[src/rtl/switch_counter_pkg.sv]
// rtl/switch_counter_pkg.sv - shared mode constants and load clamp helper for the switch step counter
package switch_counter_pkg;

    localparam bit MODE_WRAP  = 1'b0;
    localparam bit MODE_SAT   = 1'b1;
    localparam bit STEP_LEVEL = 1'b0;
    localparam bit STEP_EDGE  = 1'b1;
    localparam int DB_CNT_W   = 8;

    function automatic int unsigned clamp_load(input int unsigned value, input int unsigned modulus);
        return (value >= modulus) ? modulus - 1 : value;
    endfunction

endpackage

[src/rtl/switch_conditioner.sv]
// rtl/switch_conditioner.sv - synchroniser, optional debounce (macro DEBOUNCE_EN) and step detector
module switch_conditioner
    import switch_counter_pkg::*;
#(
    parameter bit EDGE_MODE       = STEP_EDGE,
    parameter int DEBOUNCE_CYCLES = 4
) (
    input  logic clk_i,
    input  logic rst_i,
    input  logic sw_i,
    output logic step_o
);

    logic sw_s1_q;
    logic sw_s2_q;
    logic lvl;
    logic lvl_prev_q;

    if (DEBOUNCE_CYCLES < 1 || DEBOUNCE_CYCLES > (2 ** DB_CNT_W) - 1) begin : g_bad_debounce
        $error("switch_conditioner: DEBOUNCE_CYCLES out of range");
    end

    always_ff @(posedge clk_i) begin
        if (rst_i) begin
            sw_s1_q    <= 1'b0;
            sw_s2_q    <= 1'b0;
            lvl_prev_q <= 1'b0;
        end else begin
            sw_s1_q    <= sw_i;
            sw_s2_q    <= sw_s1_q;
            lvl_prev_q <= lvl;
        end
    end

`ifdef DEBOUNCE_EN
    typedef enum logic {STABLE, CHANGING} db_state_e;

    localparam logic [DB_CNT_W-1:0] CNT_LAST = DB_CNT_W'(DEBOUNCE_CYCLES - 1);

    db_state_e           state_q, state_d;
    logic [DB_CNT_W-1:0] stab_cnt_q, stab_cnt_d;
    logic                lvl_q, lvl_d;

    always_ff @(posedge clk_i) begin
        if (rst_i) begin
            state_q    <= STABLE;
            stab_cnt_q <= '0;
            lvl_q      <= 1'b0;
        end else begin
            state_q    <= state_d;
            stab_cnt_q <= stab_cnt_d;
            lvl_q      <= lvl_d;
        end
    end

    // The level is accepted on the DEBOUNCE_CYCLES-th consecutive differing clock.
    always_comb begin
        state_d    = state_q;
        stab_cnt_d = stab_cnt_q;
        lvl_d      = lvl_q;
        case (state_q)
            STABLE: begin
                if (sw_s2_q != lvl_q) begin
                    if (CNT_LAST == '0) begin
                        lvl_d = sw_s2_q;
                    end else begin
                        state_d    = CHANGING;
                        stab_cnt_d = DB_CNT_W'(1);
                    end
                end
            end
            CHANGING: begin
                if (sw_s2_q == lvl_q) begin
                    state_d    = STABLE;
                    stab_cnt_d = '0;
                end else if (stab_cnt_q == CNT_LAST) begin
                    state_d    = STABLE;
                    stab_cnt_d = '0;
                    lvl_d      = sw_s2_q;
                end else begin
                    stab_cnt_d = stab_cnt_q + DB_CNT_W'(1);
                end
            end
            default: begin
                state_d    = STABLE;
                stab_cnt_d = '0;
            end
        endcase
    end

    assign lvl = lvl_q;
`else
    assign lvl = sw_s2_q;
`endif

    assign step_o = (EDGE_MODE == STEP_LEVEL) ? lvl : (lvl & ~lvl_prev_q);

endmodule

[src/rtl/switch_step_counter.sv]
// rtl/switch_step_counter.sv - modulo up/down step counter with load, wrap/saturate, tc and ovf
// Debounce of the switch input is enabled by defining DEBOUNCE_EN.
module switch_step_counter
    import switch_counter_pkg::*;
#(
    parameter int WIDTH           = 4,
    parameter int MODULUS         = 16,
    parameter bit EDGE_MODE       = STEP_EDGE,
    parameter bit SATURATE        = MODE_WRAP,
    parameter int DEBOUNCE_CYCLES = 4
) (
    input  logic             counter_clock,
    input  logic             rst,
    input  logic             switch,
    input  logic             up_down,
    input  logic             load,
    input  logic [WIDTH-1:0] load_value,
    input  logic             clr_flags,
    output logic [WIDTH-1:0] counter,
    output logic             tc,
    output logic             ovf
);

    if (MODULUS < 2 || (WIDTH < 31 && MODULUS > (1 << WIDTH))) begin : g_bad_modulus
        $error("switch_step_counter: MODULUS out of range for WIDTH");
    end

    localparam logic [WIDTH:0] TOP = (WIDTH + 1)'(MODULUS - 1);
    localparam logic [WIDTH:0] ONE = (WIDTH + 1)'(1);

    logic             step;
    logic [WIDTH:0]   counter_q, counter_d;
    logic             tc_q, tc_d;
    logic             ovf_q, ovf_d;
    logic [WIDTH-1:0] load_clamped;
    logic [WIDTH:0]   step_next;
    logic             at_bound;

    switch_conditioner #(
        .EDGE_MODE       (EDGE_MODE),
        .DEBOUNCE_CYCLES (DEBOUNCE_CYCLES)
    ) u_cond (
        .clk_i  (counter_clock),
        .rst_i  (rst),
        .sw_i   (switch),
        .step_o (step)
    );

    assign load_clamped = WIDTH'(clamp_load(32'(load_value), 32'(MODULUS)));

    // The extra MSB keeps MODULUS == 2**WIDTH representable at the bounds.
    always_comb begin
        step_next = counter_q;
        at_bound  = 1'b0;
        if (up_down) begin
            at_bound  = (counter_q == TOP);
            step_next = at_bound ? ((SATURATE == MODE_SAT) ? TOP : '0) : counter_q + ONE;
        end else begin
            at_bound  = (counter_q == '0);
            step_next = at_bound ? ((SATURATE == MODE_SAT) ? '0 : TOP) : counter_q - ONE;
        end
    end

    always_comb begin
        counter_d = counter_q;
        tc_d      = 1'b0;
        ovf_d     = ovf_q & ~clr_flags;
        if (load) begin
            counter_d = {1'b0, load_clamped};
        end else if (step) begin
            counter_d = step_next;
            if (at_bound) begin
                tc_d  = 1'b1;
                ovf_d = 1'b1;
            end
        end
    end

    always_ff @(posedge counter_clock) begin
        if (rst) begin
            counter_q <= '0;
            tc_q      <= 1'b0;
            ovf_q     <= 1'b0;
        end else begin
            counter_q <= counter_d;
            tc_q      <= tc_d;
            ovf_q     <= ovf_d;
        end
    end

    assign counter = counter_q[WIDTH-1:0];
    assign tc      = tc_q;
    assign ovf     = ovf_q;

endmodule

[config.mk]
export PLATFORM = sky130hd
export DESIGN_NAME = switch_step_counter
export DESIGN_NICKNAME = d
export VERILOG_FILES = /design/src/rtl/switch_counter_pkg.sv /design/src/rtl/switch_conditioner.sv /design/src/rtl/switch_step_counter.sv
export SDC_FILE = /design/constraint.sdc
export NUM_CORES = 1
export LEC_CHECK = 0
export BUFFER_PORTS_ARGS = -buffer_cell sky130_fd_sc_hd__buf_2
export CELL_PAD_IN_SITES_DETAIL_PLACEMENT = 2
export CELL_PAD_IN_SITES_GLOBAL_PLACEMENT = 2
export CORE_ASPECT_RATIO = 1.25
export CORE_MARGIN = 2
export CORE_UTILIZATION = 28
export DETAILED_ROUTE_END_ITERATION = 10
export PLACE_DENSITY = 0.81
export SYNTH_ARGS = -nofsm -noshare
export SYNTH_HDL_FRONTEND = slang
export SYNTH_SLANG_ARGS = --single-unit
[constraint.sdc]
create_clock -name counter_clock -period 1.7 [get_ports counter_clock]
set_input_delay 0.34 -clock counter_clock [delete_from_list [all_inputs] [get_ports counter_clock]]
set_output_delay 0.34 -clock counter_clock [all_outputs]
set_load 0.005 [all_outputs]
Word level (Yosys, flattened, before mapping). Cells that the tools add are included.

$add $sub $neg: 2. Equal/unequal tests: 1. Multiplexer cells: 10. Bitwise operators: 5. Reductions and logical operators: 4.

Operator list (count): $mux 5 (3); $mux 4 (2); $add 5x1->5 const B (1); $eq 5x4->1 const B (1); $logic_not 5->1 (1); $mux 1 (5); $sub 5x1->5 const B (1); $not 1->1 (3); $reduce_or 3->1 (1); $and 1x1->1 (2); $reduce_bool 2->1 (1); $reduce_or 2->1 (1).

Bits in registers: 10. Bits of input ports: 10. Output and inout bits: 6.

Longest topological paths before layout. Gate-level depths: netlist of run 1.

Depth in word-level cells: 5. Gate-level depth with buffers: 6. Mapped depth without buffers: 6.

By module. From an unflattened synthesis of run 1, not the netlist that was laid out.

Cells, all modules: 66. Area, all modules: 594.3 µm².

By module, submodules not included: switch_step_counter (instances 1, cells each 59, area an instance 506.7 µm², seq. area each 140.1 µm²); switch_conditioner (instances 1, cells each 7, area an instance 87.6 µm², seq. area each 60.1 µm²).

Worst setup path before layout of run 1. Ideal clock, no wire load.

Path type: flip-flop to flip-flop. Start point: register counter_q[0]. End point: register ovf_q (netlist: ovf). Setup time: 0.065 ns. Arrival time: 1.524 ns. Data required time: 1.635 ns. Setup slack: 0.110 ns. Stages on the path, launching flop included: 7. Period minus slack after synthesis: 1.590 ns. Path through: dfxtp_1 inv_1 ha_1 or4b_4 a21o_1 o32a_1 nor2_1.

Cells in the longest elaborated chain, start to end: 5. Elaborated cells on any way between the ends: 6. Those cells by class: 1 x eq/ne; 4 x mux; 1 x reduce/logical.

Ends and longest elaborated chain: start, declared (RTL line switch_step_counter.sv:32) `logic [WIDTH:0] counter_q, counter_d;`; start signal, assigned (RTL line switch_step_counter.sv:85) `counter_q <= counter_d;`; $eq 5x4->1 or $logic_not 5->1 (tied branches) (RTL line switch_step_counter.sv:56, switch_step_counter.sv:59); $mux 1 (*) (RTL line switch_step_counter.sv:55) `if (up_down) begin`; $mux 1 (*) (RTL line switch_step_counter.sv:72) `if (at_bound) begin`; $mux 1 (*) (RTL line switch_step_counter.sv:70) `end else if (step) begin`; $mux 1 (*) (RTL line switch_step_counter.sv:68) `if (load) begin`; end signal, assigned (RTL line switch_step_counter.sv:87) `ovf_q <= ovf_d;`; end, declared (RTL line switch_step_counter.sv:34) `logic ovf_q, ovf_d;`.

Every way passes the cells marked *; elsewhere a longest branch is shown, timed or not. A chain may end at the register's enable or synchronous reset.

Worst setup path after layout of run 1. Ends and elaborated chain as after synthesis.

==> results of run 1 <==
## registers in the layout, indices dropped and copies added, names as in the netlist
signal / cells
counter_q: 5
ovf: 1
tc: 1
u_cond.lvl: 1
u_cond.lvl_prev_q: 1
u_cond.sw_s1_q: 1
## power by group through the flow
stage / sequential [mW] / clock (mW) / combinational (mW)
after CTS: 0.253 / 0.216 / 0.0991
after floorplan: 0.259 / 0 / 0.0688
final: 0.252 / 0.208 / 0.0972
after global placement: 0.257 / 0 / 0.0952
after global routing: 0.254 / 0.229 / 0.111
after detailed placement: 0.258 / 0 / 0.0981
## what timing repair did
action                     CTS  global route
gates resized for setup      0             1
setup endpoints to repair    0             2
buffers inserted             0             0
## per-stage QoR
stage | setup slack, ns | utilization [%] | hold WS (ns)
2_1_floorplan | 0.110 | - | 0.414
3_3_place_gp | 0.111 | 32.9 | 0.424
3_5_place_dp | 0.0592 | 32.9 | 0.437
6_report | 0.0648 | 34.7 | 0.299
4_1_cts | 0.0182 | 34.7 | 0.291
5_1_grt | -0.00843 | 34.7 | 0.308
## Yosys cell counts, drive strengths merged
library cell and count:
and3 1, a21o 1, or4b 2, a221oi 2
nor4 2, dfxtp 10, inv 7, a311o 1
nor3 4, nand2 1, nor2 3, o311ai 1
o211ai 1, nand4 1, and2b 1, a31o 1
mux2i 1, nor2b 5, a211oi 1, o21ai 1
xor2 1, a21oi 2, o32a 1, nand2b 2
ha 2, o21a 1, a2bb2oi 1, buf 5
clkbuf 3
## metal layers
layer  wire length [um]  track usage [%]  vias to the layer above
li1                   -                -                      253
met1                612             17.6                      246
met2                702             22.0                       11
met3                 50             2.31                        2
met4                 14             4.55                        0
met5                  0                0                        -
## final timing paths
| path | to | slack, ns | cells past startpoint |
|---|---|---|---|
| worst max register to register | ovf | 0.06 | 6 |
| worst max-delay path | ovf | 0.06 | 6 |
| worst min-delay path | u_cond.sw_s1_q | 0.30 | 2 |
| worst min register to register | u_cond.lvl | 0.46 | 1 |
## final cells by class
class / instances / share of cell area (%)
multi-input cells: 40 / 43.4
well taps: 20 / 3.68
clock buffers: 4 / 5.33
repair buffers: 18 / 14.3
inverters: 7 / 3.86
flip-flops and latches: 10 / 29.4
## logic make-up (layout without fill, tap and decap cells)
logic type	after synthesis	count (layout)	synth area share, %
flops	10	10	34.9
fa+ha+maj	2	2	4.36
mux	1	1	1.74
buf+inv	15	29	13.7
simple gates	22	22	23.7
compound gates	14	14	20.0
xor+xnor	1	1	1.53
==> summary.md, run 1 <==
| Metric | Value |
|---|---|
| Status | complete, no violations |
| Hold Crit Start | switch |
| Fmax | 0.612 GHz |
| Mapped Area | 574 um^2 |
| Fin. Hold Viols | 0 |
| Routability congestion estimate | 0.752 |
| R2R Path Start | counter_q[0] |
| CTS H-tree lvls | 1 |
| Wire length per cell | 13.9 um |
| Pwr dens | 819 mW/mm^2 |
| Ratio of cells with drive above 1 in the final layout | 31.6% |
| Ports | 16 |
| Setup CP Type | flop to flop |
| Sequence of cells on the critical path | inv_1 > ha_1 > or4b_4 > a21o_1 > o32a_1 > nor2_1 |
| Synth cell types | 32 |
| Largest net degree at the start of global routing | 12 |
| Max-slew violation count | 0 |
| Multi-input logic area | 295 um^2 |
| 1st-pass router iterations | 4 |
| PortBufs | 15 |
| Fin area | 681 um^2 |
| Internal Power | 422 uW |
| CTS Buf Count | 3 |
| GRT overflow | 0 |
| Net Sw Frac | 24.4% |
| Vias in the first global route | 539 |
| Commonest non-fill, non-tap cell in the layout | buf_2 |
| Final Cycle Share | 96.2% |
| Core area | 0.00196 mm^2 |
| Clk_lat worst skew | 0.26 ns |
| TritonCTS clock tree | built |
| Clock Tree Root | clkbuf_4 |
| CP max FO | 3 |
| 1st-iter DRT viols | 1 |
| Final wirelength | 1.38 mm |
| Clock transition at path regs | 0.07 ns |
| Post-synth top area share | 34.9% |
| Skew final | 0.00474 ns |
| Worst path bufs/invs | 1 |
| Initial Util | 29.3% |
| TNS Setup | 0 ns |
| Delay-heaviest family, CP | simple AND/OR/NAND/NOR gates |
| Crit path from | counter_q[0] |
| Area after DPL | 644 um^2 |
| Clock sinks | 10 |
| Slew @ Worst Pin | 0.345 ns |
| Post-synth top area cell | dfxtp_1 |
| Final total power | 558 uW |
| Die Y | 54.6 um |
| Dpl hpwl | 1.11 mm |
| Count of final setup violators | 0 |
| Yosys reg bits | 10 |
| Die X | 44.5 um |
| DR vias | 512 |
| Rows | 18 |
| Most frequent cells in the layout | buf_2, dfxtp_1, inv_1 |
| Initial antenna violation count | 0 |
| Number of nets with antenna violations after routing | 0 |
| DR DRC count | 0 |
| Worst EP arrival | 1.83 ns |
| Sw Pwr | 136 uW |
| Max-cap violations | 0 |
| Path type of the worst min-delay path | input port to flop |
| Relative slew slack | 77.0% |
| CP max stage cell | or4b_4 |
| Hold_buf cts | 0 |
| Nets | 92 |
| Register area share after synthesis | 34.9% |
| Area Growth Syn to Fin | 18.5% |
| Syn Area/Cell | 8.84 um^2 |
| Req. time, crit path | 1.90 ns |
| Fillers | 229 |
| Peak supply drop | 0.396 mV |
| Inserted Diodes | 0 |
| Clock power share | 37.3% |
| Endpoint type of the worst setup path | flop |
| Slowest stage delay, CP | 0.48 ns |
| Synth area leaders | dfxtp_1, nor2b_1, buf_4 |
| Seq pwr share | 45.3% |
| Post-Synthesis Net Count | 77 |
| Vias/cell | 5.17 |
| Yosys warnings | 0 |
| Clk buf depth | 2 |
| Syn Inst Count | 65 |
| RSZ-0062 raised after global routing | true |
| Register area | 200 um^2 |
| # placed instances | 95 |
| Fin cells | 99 |
| Combinational power share | 17.4% |
| Lkg Pwr | 0.308 nW |
| Critical path startpoint category | flop |
| Full die area | 0.00243 mm^2 |
| First-pass GRT wire length | 2.44 mm |
| Tmin final | 1.64 ns |
| Total GRT Usage | 13.4% |
(Power assumes the default switching activity.)
==> run 2: changes to the inputs <==
CORE_MARGIN = not set   (was 2)
CORE_UTILIZATION = 25   (was 28)
PLACE_DENSITY = not set   (was 0.81)
PLACE_DENSITY_LB_ADDON = 0.1   (was not set)
clock period = 1.5 ns   (was 1.7 ns; I/O delays follow)
==> run 2 against run 1 <==
  * Maximum frequency increased by 1.8%
  * Register-to-register slack worse by 0.17 ns
  * Critical path type unchanged
  * First-iteration DRC count grew to 5.0 times the previous value
  * The flow now finishes with violations (setup timing)
  * Flip-flop and latch count did not move
  * Non-clock buffer count is 6 higher
  * Critical endpoint is now counter_q[3]
==> summary.md, run 2 (synthesis gave the netlist of run 1 again) <==
| Metric | Value |
|---|---|
| Status | finished, violations left |
| Failing checks | setup timing |
| Max-cap violations | 0 (unchanged) |
| Rows | 19 (+1) |
| Relative slew slack | 76.6% (-0.33 points) |
| Pwr dens | 849 mW/mm^2 (+3.7%) |
| Path type of the worst min-delay path | input port to flop |
| Vias/cell | 4.71 (-9.0%) |
| Critical path startpoint category | flop |
| First-pass GRT wire length | 2.56 mm (+5.1%) |
| Setup CP Type | flop to flop |
| Initial Util | 26.3% (-3.1 points) |
| Routability congestion estimate | 0.770 (+2.5%) |
| Endpoint type of the worst setup path | flop |
| Inserted Diodes | 0 (unchanged) |
| 1st-pass router iterations | 4 (unchanged) |
| Largest Register | counter_q |
| CTS H-tree lvls | 1 (unchanged) |
| Die X | 44.9 um (+0.82%) |
| Final total power | 662 uW (+19%) |
| Peak supply drop | 0.498 mV (+26%) |
| Nets | 98 (+6.5%) |
| Fmax | 0.622 GHz (+1.8%) |
| Largest net degree at the start of global routing | 12 (unchanged) |
| Fin. Hold Viols | 0 (unchanged) |
| Final wirelength | 1.43 mm (+3.8%) |
| Full die area | 0.00249 mm^2 (+2.6%) |
| Clock Tree Root | clkbuf_4 |
| Total GRT Usage | 14.0% (+0.56 points) |
| Final worst setup slack | -0.106 ns (-0.171 ns) |
| Worst hold slack | 0.242 ns (-0.0563 ns) |
| Number of nets with antenna violations after routing | 0 (unchanged) |
| Ratio of cells with drive above 1 in the final layout | 44.7% (+13 points) |
| Setup slack on the worst flop-to-flop path | -0.11 ns (-0.17 ns) |
| Fin util | 35.6% (+0.90 points) |
| Req. time, crit path | 1.69 ns (-0.21 ns) |
| TNS Setup | -0.308 ns (-0.308 ns) |
| Slowest stage delay, CP | 0.47 ns (about the same) |
| GRT overflow | 0 (unchanged) |
| 1st-iter DRT viols | 5 (+4) |
| Final Cycle Share | 107% (+11 points) |
| Max-slew violation count | 0 (unchanged) |
| Clock transition at path regs | 0.07 ns (about the same) |
| Die Y | 55.6 um (+1.7%) |
| Worst EP arrival | 1.79 ns (-0.04 ns) |
| Wire length per cell | 12.4 um (-11%) |
| CP max stage cell | or4b_4 |
| Ports | 16 (unchanged) |
| Slew @ Worst Pin | 0.346 ns (+0.000613 ns) |
| Hold_buf cts | 0 (unchanged) |
| Most frequent cells in the layout | buf_2, buf_4, dfxtp_1 |
| CTS Buf Count | 3 (unchanged) |
| Sequence of cells on the critical path | inv_2 > ha_4 > or4b_4 > a2bb2oi_1 > a31o_1 > a221oi_2 |
| Lkg Pwr | 0.337 nW (+9.5%) |
| Skew final | 0.00312 ns (-0.00163 ns) |
| CP max FO | 3 (unchanged) |
| PortBufs | 15 (unchanged) |
| Area Growth Syn to Fin | 35.7% |
| TritonCTS clock tree | built |
| Worst path bufs/invs | 1 (unchanged) |
| Clock sinks | 10 (unchanged) |
| Largest register FFs | 5 (unchanged) |
| Count of final setup violators | 4 (+4) |
| Core area | 0.00219 mm^2 (+12%) |
| Commonest non-fill, non-tap cell in the layout | buf_2 |
| Clk_lat worst skew | 0.27 ns (about the same) |
| Initial antenna violation count | 0 (unchanged) |
| Delay-heaviest family, CP | compound AO/OA/AOI/OAI gates |
| Vias in the first global route | 558 (+3.5%) |
| DR DRC count | 0 (unchanged) |
| Clk buf depth | 2 (unchanged) |
| RSZ-0062 raised after global routing | true |
| DR vias | 546 (+6.6%) |
| Tmin final | 1.61 ns (-0.0287 ns) |
==> run 2: changes by cell type in the layout (fill, tap and decap cells not counted), moves of 2 or more <==
cell / change
inv_2: +2
inv_1: -2
buf_4: +6
dfxtp_1: -2
==> run 2: power by group <==
group	total (mW)	leakage (nW)	switching [mW]	internal, mW
logic	0.132	0.233	0.0651	0.0673
clock network	0.245	0.0210	0.0972	0.148
registers	0.285	0.0830	0.00747	0.277
total	0.662	0.337	0.170	0.492
==> run 2: layer usage <==
| layer | global-route usage (%) | wire (um) | up-vias | part of all wire [%] |
|---|---|---|---|---|
| li1 | - | - | 268 | - |
| met4 | 7.79 | 34 | 0 | 2.4 |
| met1 | 18.5 | 642 | 261 | 45 |
| met3 | 1.95 | 44 | 4 | 3.1 |
| met2 | 21.2 | 712 | 13 | 50 |
| met5 | 0 | 0 | - | 0 |
==> run 2: final timing paths <==
kind | start | to | cells past startpoint
worst max-delay path | counter_q[0] | counter_q[3] | 6
worst min-delay path | switch | u_cond.sw_s1_q | 2
worst max register to register | counter_q[0] | counter_q[3] | 6
worst min register to register | u_cond.sw_s1_q | u_cond.lvl | 1
==> run 2: what timing repair did <==
action	CTS	global route
endpoints found under the setup margin	3	5
buffers inserted	1	0
gates resized for setup	2	3
pin swaps	2	1
hold endpoints to repair	0	0
==> run 2: cell type report <==
cell class                 count  area [um^2]
tap                           31         38.8
clock buffer                   4         36.3
fill                         261         1410
timing repair buffer          24          143
multi-input combinational     40          330
inverter                       7         26.3
sequential                    10          205
==> run 2: stage by stage <==
step                      worst slack, ns  cell area [um^2]  std cells
final                              -0.106               779        116
after global routing               -0.177               779        116
after CTS                          -0.127               763        116
after detailed placement           -0.114               713        111
after global placement            -0.0937               713        111
after floorplan                   -0.0702               592         65
